## src/rtl/seg7_pkg.sv

```systemverilog
// Shared constants for the scanned 7-segment driver: blank pattern, hex
// segment table (bit order 0..6, active-low) and a sizing helper.
package seg7_pkg;

    localparam logic [0:6] SEG_BLANK = 7'b1111111;

    localparam logic [0:6] HEX_SEG [16] = '{
        7'b1000000, 7'b1111001, 7'b0100100, 7'b0110000,
        7'b0011001, 7'b0010010, 7'b0000010, 7'b1111000,
        7'b0000000, 7'b0010000, 7'b0001000, 7'b0000011,
        7'b1000110, 7'b0100001, 7'b0000110, 7'b0001110
    };

    function automatic int clog2(input int n);
        int r;
        int v;
        r = 0;
        v = n - 1;
        while (v > 0) begin
            r++;
            v = v >> 1;
        end
        return r;
    endfunction

endpackage

```

## src/rtl/hex7seg.sv

```systemverilog
// Combinational hex nibble to active-low segment pattern decoder.
module hex7seg
    import seg7_pkg::*;
(
    input  logic [3:0] nib,
    output logic [0:6] seg
);

    assign seg = HEX_SEG[nib];

endmodule

```

## src/rtl/seg7_scan_driver.sv

```systemverilog
// Time-multiplexed N-digit common-anode 7-segment driver with double-buffered
// value, leading-zero/mask blanking, decimal points and a per-slot guard blank.
module seg7_scan_driver
    import seg7_pkg::*;
#(
    parameter int NUM_DIGITS = 4,
    parameter int DIV        = 50000,
    parameter int GUARD      = 500,
    parameter int LZB        = 1
) (
    input  logic                    clk,
    input  logic                    reset,
    input  logic [4*NUM_DIGITS-1:0] value,
    input  logic                    load,
    input  logic [NUM_DIGITS-1:0]   dp_in,
    input  logic [NUM_DIGITS-1:0]   blank_mask,
    output logic [0:6]              display,
    output logic                    dp_n,
    output logic [NUM_DIGITS-1:0]   anode_n,
    output logic                    frame_done
);

    localparam int CW = (clog2(DIV) < 1) ? 1 : clog2(DIV);
    localparam int IW = (clog2(NUM_DIGITS) < 1) ? 1 : clog2(NUM_DIGITS);
    localparam logic [CW-1:0] CNT_MAX = CW'(DIV - 1);
    localparam logic [IW-1:0] IDX_MAX = IW'(NUM_DIGITS - 1);

    logic [CW-1:0]           cnt;
    logic [IW-1:0]           idx;
    logic [4*NUM_DIGITS-1:0] pend_val, act_val;
    logic [NUM_DIGITS-1:0]   pend_dp, act_dp;
    logic [NUM_DIGITS-1:0]   pend_blank, act_blank;
    logic                    pend_valid;

    logic                    tick, wrap;
    logic [3:0]              nib;
    logic [0:6]              seg;
    logic [NUM_DIGITS-1:0]   lz_blank;
    logic [NUM_DIGITS-1:0]   sel;
    logic                    upper_zero;
    logic                    in_guard;
    logic                    dig_blank;
    logic                    dig_dp;

    assign tick = (cnt == CNT_MAX);
    assign wrap = tick && (idx == IDX_MAX);

    always_comb begin
        nib        = act_val[int'(idx)*4 +: 4];
        lz_blank   = '0;
        sel        = '0;
        upper_zero = 1'b1;
        // A digit is a leading zero only if it and every digit above it is zero.
        for (int i = NUM_DIGITS - 1; i >= 0; i--) begin
            upper_zero  = upper_zero && (act_val[4*i +: 4] == 4'h0);
            lz_blank[i] = (LZB != 0) && upper_zero && (i != 0);
        end
        for (int i = 0; i < NUM_DIGITS; i++) begin
            sel[i] = (int'(idx) == i);
        end
        in_guard  = int'(cnt) < GUARD;
        dig_blank = act_blank[idx] | lz_blank[idx];
        dig_dp    = act_dp[idx];
    end

    hex7seg u_dec (
        .nib (nib),
        .seg (seg)
    );

    always_ff @(posedge clk or posedge reset) begin
        if (reset) begin
            cnt        <= '0;
            idx        <= '0;
            pend_val   <= '0;
            pend_dp    <= '0;
            pend_blank <= '0;
            pend_valid <= 1'b0;
            act_val    <= '0;
            act_dp     <= '0;
            act_blank  <= '0;
            display    <= SEG_BLANK;
            dp_n       <= 1'b1;
            anode_n    <= '1;
            frame_done <= 1'b0;
        end else begin
            cnt <= tick ? '0 : cnt + 1'b1;
            if (tick) begin
                idx <= (idx == IDX_MAX) ? '0 : idx + 1'b1;
            end
            frame_done <= wrap;

            if (wrap && pend_valid) begin
                act_val    <= pend_val;
                act_dp     <= pend_dp;
                act_blank  <= pend_blank;
                pend_valid <= 1'b0;
            end
            // A load on the wrap edge refills pending after the old contents moved out.
            if (load) begin
                pend_val   <= value;
                pend_dp    <= dp_in;
                pend_blank <= blank_mask;
                pend_valid <= 1'b1;
            end

            if (in_guard) begin
                anode_n <= '1;
                display <= SEG_BLANK;
                dp_n    <= 1'b1;
            end else begin
                anode_n <= ~sel;
                display <= dig_blank ? SEG_BLANK : seg;
                dp_n    <= ~dig_dp;
            end
        end
    end

endmodule

```

## config.mk

```make
export PLATFORM = sky130hd
export DESIGN_NAME = seg7_scan_driver
export DESIGN_NICKNAME = d
export VERILOG_FILES = /design/src/rtl/seg7_pkg.sv /design/src/rtl/hex7seg.sv /design/src/rtl/seg7_scan_driver.sv
export SDC_FILE = /design/constraint.sdc
export NUM_CORES = 1
export LEC_CHECK = 0
export ABC_CLOCK_PERIOD_IN_PS = 2400
export CAP_MARGIN = 20
export CORE_ASPECT_RATIO = 1.5
export CORE_MARGIN = 1.5
export CORE_UTILIZATION = 51
export CTS_CLUSTER_SIZE = 8
export DETAILED_ROUTE_END_ITERATION = 10
export PLACE_DENSITY = 0.76
export SYNTH_ARGS = -nofsm -noshare
export SYNTH_HDL_FRONTEND = slang
export SYNTH_SLANG_ARGS = --single-unit
export TNS_END_PERCENT = 10
```

## constraint.sdc

```tcl
create_clock -name clk -period 2.4 [get_ports clk]
set_input_delay 0.48 -clock clk [delete_from_list [all_inputs] [get_ports clk]]
set_output_delay 0.48 -clock clk [all_outputs]
set_load 0.01 [all_outputs]
```

==> summary.md <==
| Metric | Value |
|---|---|
| Status | `completed` |
| Clock skew | `0.00774 ns` |
| Register area share after synthesis | `54.2%` |
| WP buf/inv | `1` |
| Crit path capture type | `flip-flop` |
| Yosys cell types | `42` |
| H-tree depth | `3` |
| Pins Over Slew Limit | `0` |
| Drt total wl | `6470 µm` |
| # clock sinks | `80` |
| Top cells by area, synth | `dfrtp_1, mux2_2, dfstp_2` |
| Post-synth EDFFs | `0` |
| Hold Vio Cnt, Final | `0` |
| Largest net degree at the start of global routing | `81` |
| Die H | `108 µm` |
| DR vias/cell | `5.50` |
| Root Buffer | `clkbuf_8` |
| Psw | `0.000523 W` |
| Post-synth top cells | `dfrtp_1, mux2_2, nand2_1, mux2_4, dfstp_2` |
| Family with the most delay on the worst path | `simple AND/OR/NAND/NOR gates` |
| Sequential Power Share | `57.0%` |
| Clock group share of total power | `37.9%` |
| Critical path data arrival time | `2.45 ns` |
| Worst Tran Pin Value | `0.427 ns` |
| Antenna Cells | `0` |
| Die footprint | `7830 µm²` |
| Max_cap viols | `0` |
| Clock-pin slew on the worst setup and hold paths | `0.07 ns` |
| Worst-skew pair later-pin latency | `0.36 ns` |
| # port buffers | `39` |
| Final ANT Viol Nets | `0` |
| Initial antenna violation count | `0` |
| Hold Path Class | `reg -> reg` |
| Resized Gates After CTS | `0` |
| Row count | `38` |
| Crit Path Max Fanout | `24` |
| Number of global-route vias before repair | `2304` |
| Gpl congestion | `0.842` |
| Worst hold margin | `0.489 ns` |
| Router iterations before antenna repair | `4` |
| Area leader, netlist | `dfrtp_1` |
| Setup TNS | `0 ns` |
| RSZ-0062 raised after global routing | `false` |
| Area Overhead vs Synth | `18.2%` |
| Placeable Area | `7130 µm²` |
| Top FF cell, synth | `dfrtp_1` |
| CP Class | `reg -> reg` |
| Final setup viols | `0` |
| Final core occ | `61.7%` |
| Post-synth net total | `313` |
| Worst Path Required | `2.64 ns` |
| CTS Buffer Depth | `2` |
| Sw Share | `21.1%` |
| Met1 GRT Util | `22.7%` |
| Post-DP HPWL | `4670 µm` |
| Initial core utilization | `52.2%` |
| Layout cells sized above 1 | `28.9%` |
| Slew margin rel. | `71.6%` |
| Die width | `72.8 µm` |
| Logic pwr share | `5.1%` |
| CP max-delay cell | `or4_4` |
| P_leak | `1.89 nW` |
| Synth Cell Area | `3720 µm²` |
| Pwr dens | `564 nW/µm²` |
| Peak VDD IR | `0.496 mV` |
| Number of synthesized register bits | `80` |
| Startpoint Class | `flip-flop` |
| Yosys top cell area share | `45.7%` |
| TritonCTS Buffers | `9` |
| Synth Warn # | `0` |
| Avg WL per Cell | `16.0 µm` |
| CP Cell Sequence | `or4_4 -> nor4_4 -> and3_1 -> buf_12 -> mux2_2` |
| Vias | `2227` |
| Crit-path max cell delay | `0.58 ns` |
| Share of flip-flops with an asynchronous set or reset after synthesis | `100%` |
| Avg Cell Area, Syn | `13.5 µm²` |
| # fillers | `552` |
| I/O pin count | `40` |
| Max Fclk | `454 MHz` |
| GR peak layer | `met2` |
| Post-route DRC | `0` |
| Met2 Usage GRT | `31.1%` |
| Met3 Resource Use GR | `3.84%` |
| Post-Syn Instances | `275` |
| Total gr overflow | `0` |
| First-pass GRT wire length | `10900 µm` |
| Initial DRC count | `134` |
| Global Route Usage Sum | `18.9%` |
| TritonCTS clock tree | `built` |
| # hold bufs at CTS | `0` |
| Final total power | `0.00248 W` |
| Int Pwr | `0.00196 W` |
| # Post-CTS Setup Buffers | `0` |
| Most common cell in the netlist | `dfrtp_1` |
| # nets final | `358` |
| Final period util | `91.9%` |
| Minimum clock period | `2.20 ns` |
## layout make-up
| type | instances | area, µm² | area share, % |
|---|---|---|---|
| sequential | 80 | 2020 | 45.8 |
| clock buffer | 16 | 190 | 4.32 |
| tap | 80 | 100 | 2.27 |
| inverter | 9 | 37.5 | 0.853 |
| multi-input combinational | 173 | 1580 | 35.9 |
| timing repair buffer | 47 | 475 | 10.8 |
## stage by stage
step                area [µm²]  std cells  worst slack, ns
finish                    4400        405            0.195
global placement          4210        389            0.272
CTS                       4400        405            0.203
detailed placement        4210        389            0.236
global route              4400        405            0.138
floorplan                 3730        275            0.276
## registers in the layout (all words and copies together) (netlist names)
register	cells
act_dp	4
cnt	16
display	7
pend_dp	4
pend_val	16
pend_valid	1
frame_done	1
dp_n	1
act_blank	4
act_val	16
anode_n	4
idx	2
pend_blank	4
## metal layers
| metal | routed length (µm) | vias up |
|---|---|---|
| met2 | 3400 | 45 |
| met1 | 2710 | 1103 |
| met3 | 165 | 15 |
| li1 | - | 1064 |
| met4 | 197 | 0 |
| met5 | 0 | - |
## power groups by stage
stage / registers [W] / clock network, W / logic [W]
5_1_grt: 0.00142 / 0.00102 / 0.000141
3_3_place_gp: 0.00144 / 0 / 0.000126
3_5_place_dp: 0.00144 / 0 / 0.000130
4_1_cts: 0.00141 / 0.000974 / 0.000131
2_1_floorplan: 0.00143 / 0 / 0.0000699
6_report: 0.00141 / 0.000942 / 0.000126
## placed cells by master, fill, tap and decap left out, types with 2 or more instances in the layout
cell	count
dfrtp_1	68
clkdlybuf4s50_1	39
mux2_2	31
nand2_1	21
mux2_4	20
clkbuf_8	13
dfstp_2	12
ha_1	11
nor2_1	9
inv_1	8
o21ai_0	8
xor2_1	8
nand3_1	7
mux4_2	7
o211ai_1	6
or3_1	6
xnor2_1	6
buf_4	6
nor4_1	4
a21oi_1	4
nand4_1	3
clkbuf_1	3
and3_1	2
nor3_1	2
nor2b_1	2
buf_12	2
## kinds of logic after synthesis
group	share of synthesized area, %
DFF	54.2
xor gates and xnor gates	3.29
AOI/OAI and AO/OA	4.17
muxes	21.7
buffers and inverters	3.33
adders and majority gates	3.70
and+or+nand+nor	9.68
## path summary, 6_finish.rpt
check	from	end	slack [ns]	cells past startpoint
worst max-delay path	cnt[12]	act_val[14]	0.20	5
worst min-delay path	pend_valid	pend_valid	0.49	1
worst max register to register	cnt[12]	act_val[14]	0.20	5
worst min register to register	pend_valid	pend_valid	0.49	1
max in group asynchronous	reset	display[1]	1.45	3
min in group asynchronous	reset	pend_dp[0]	0.57	3
No activity file was read; power rests on OpenSTA's default activity.
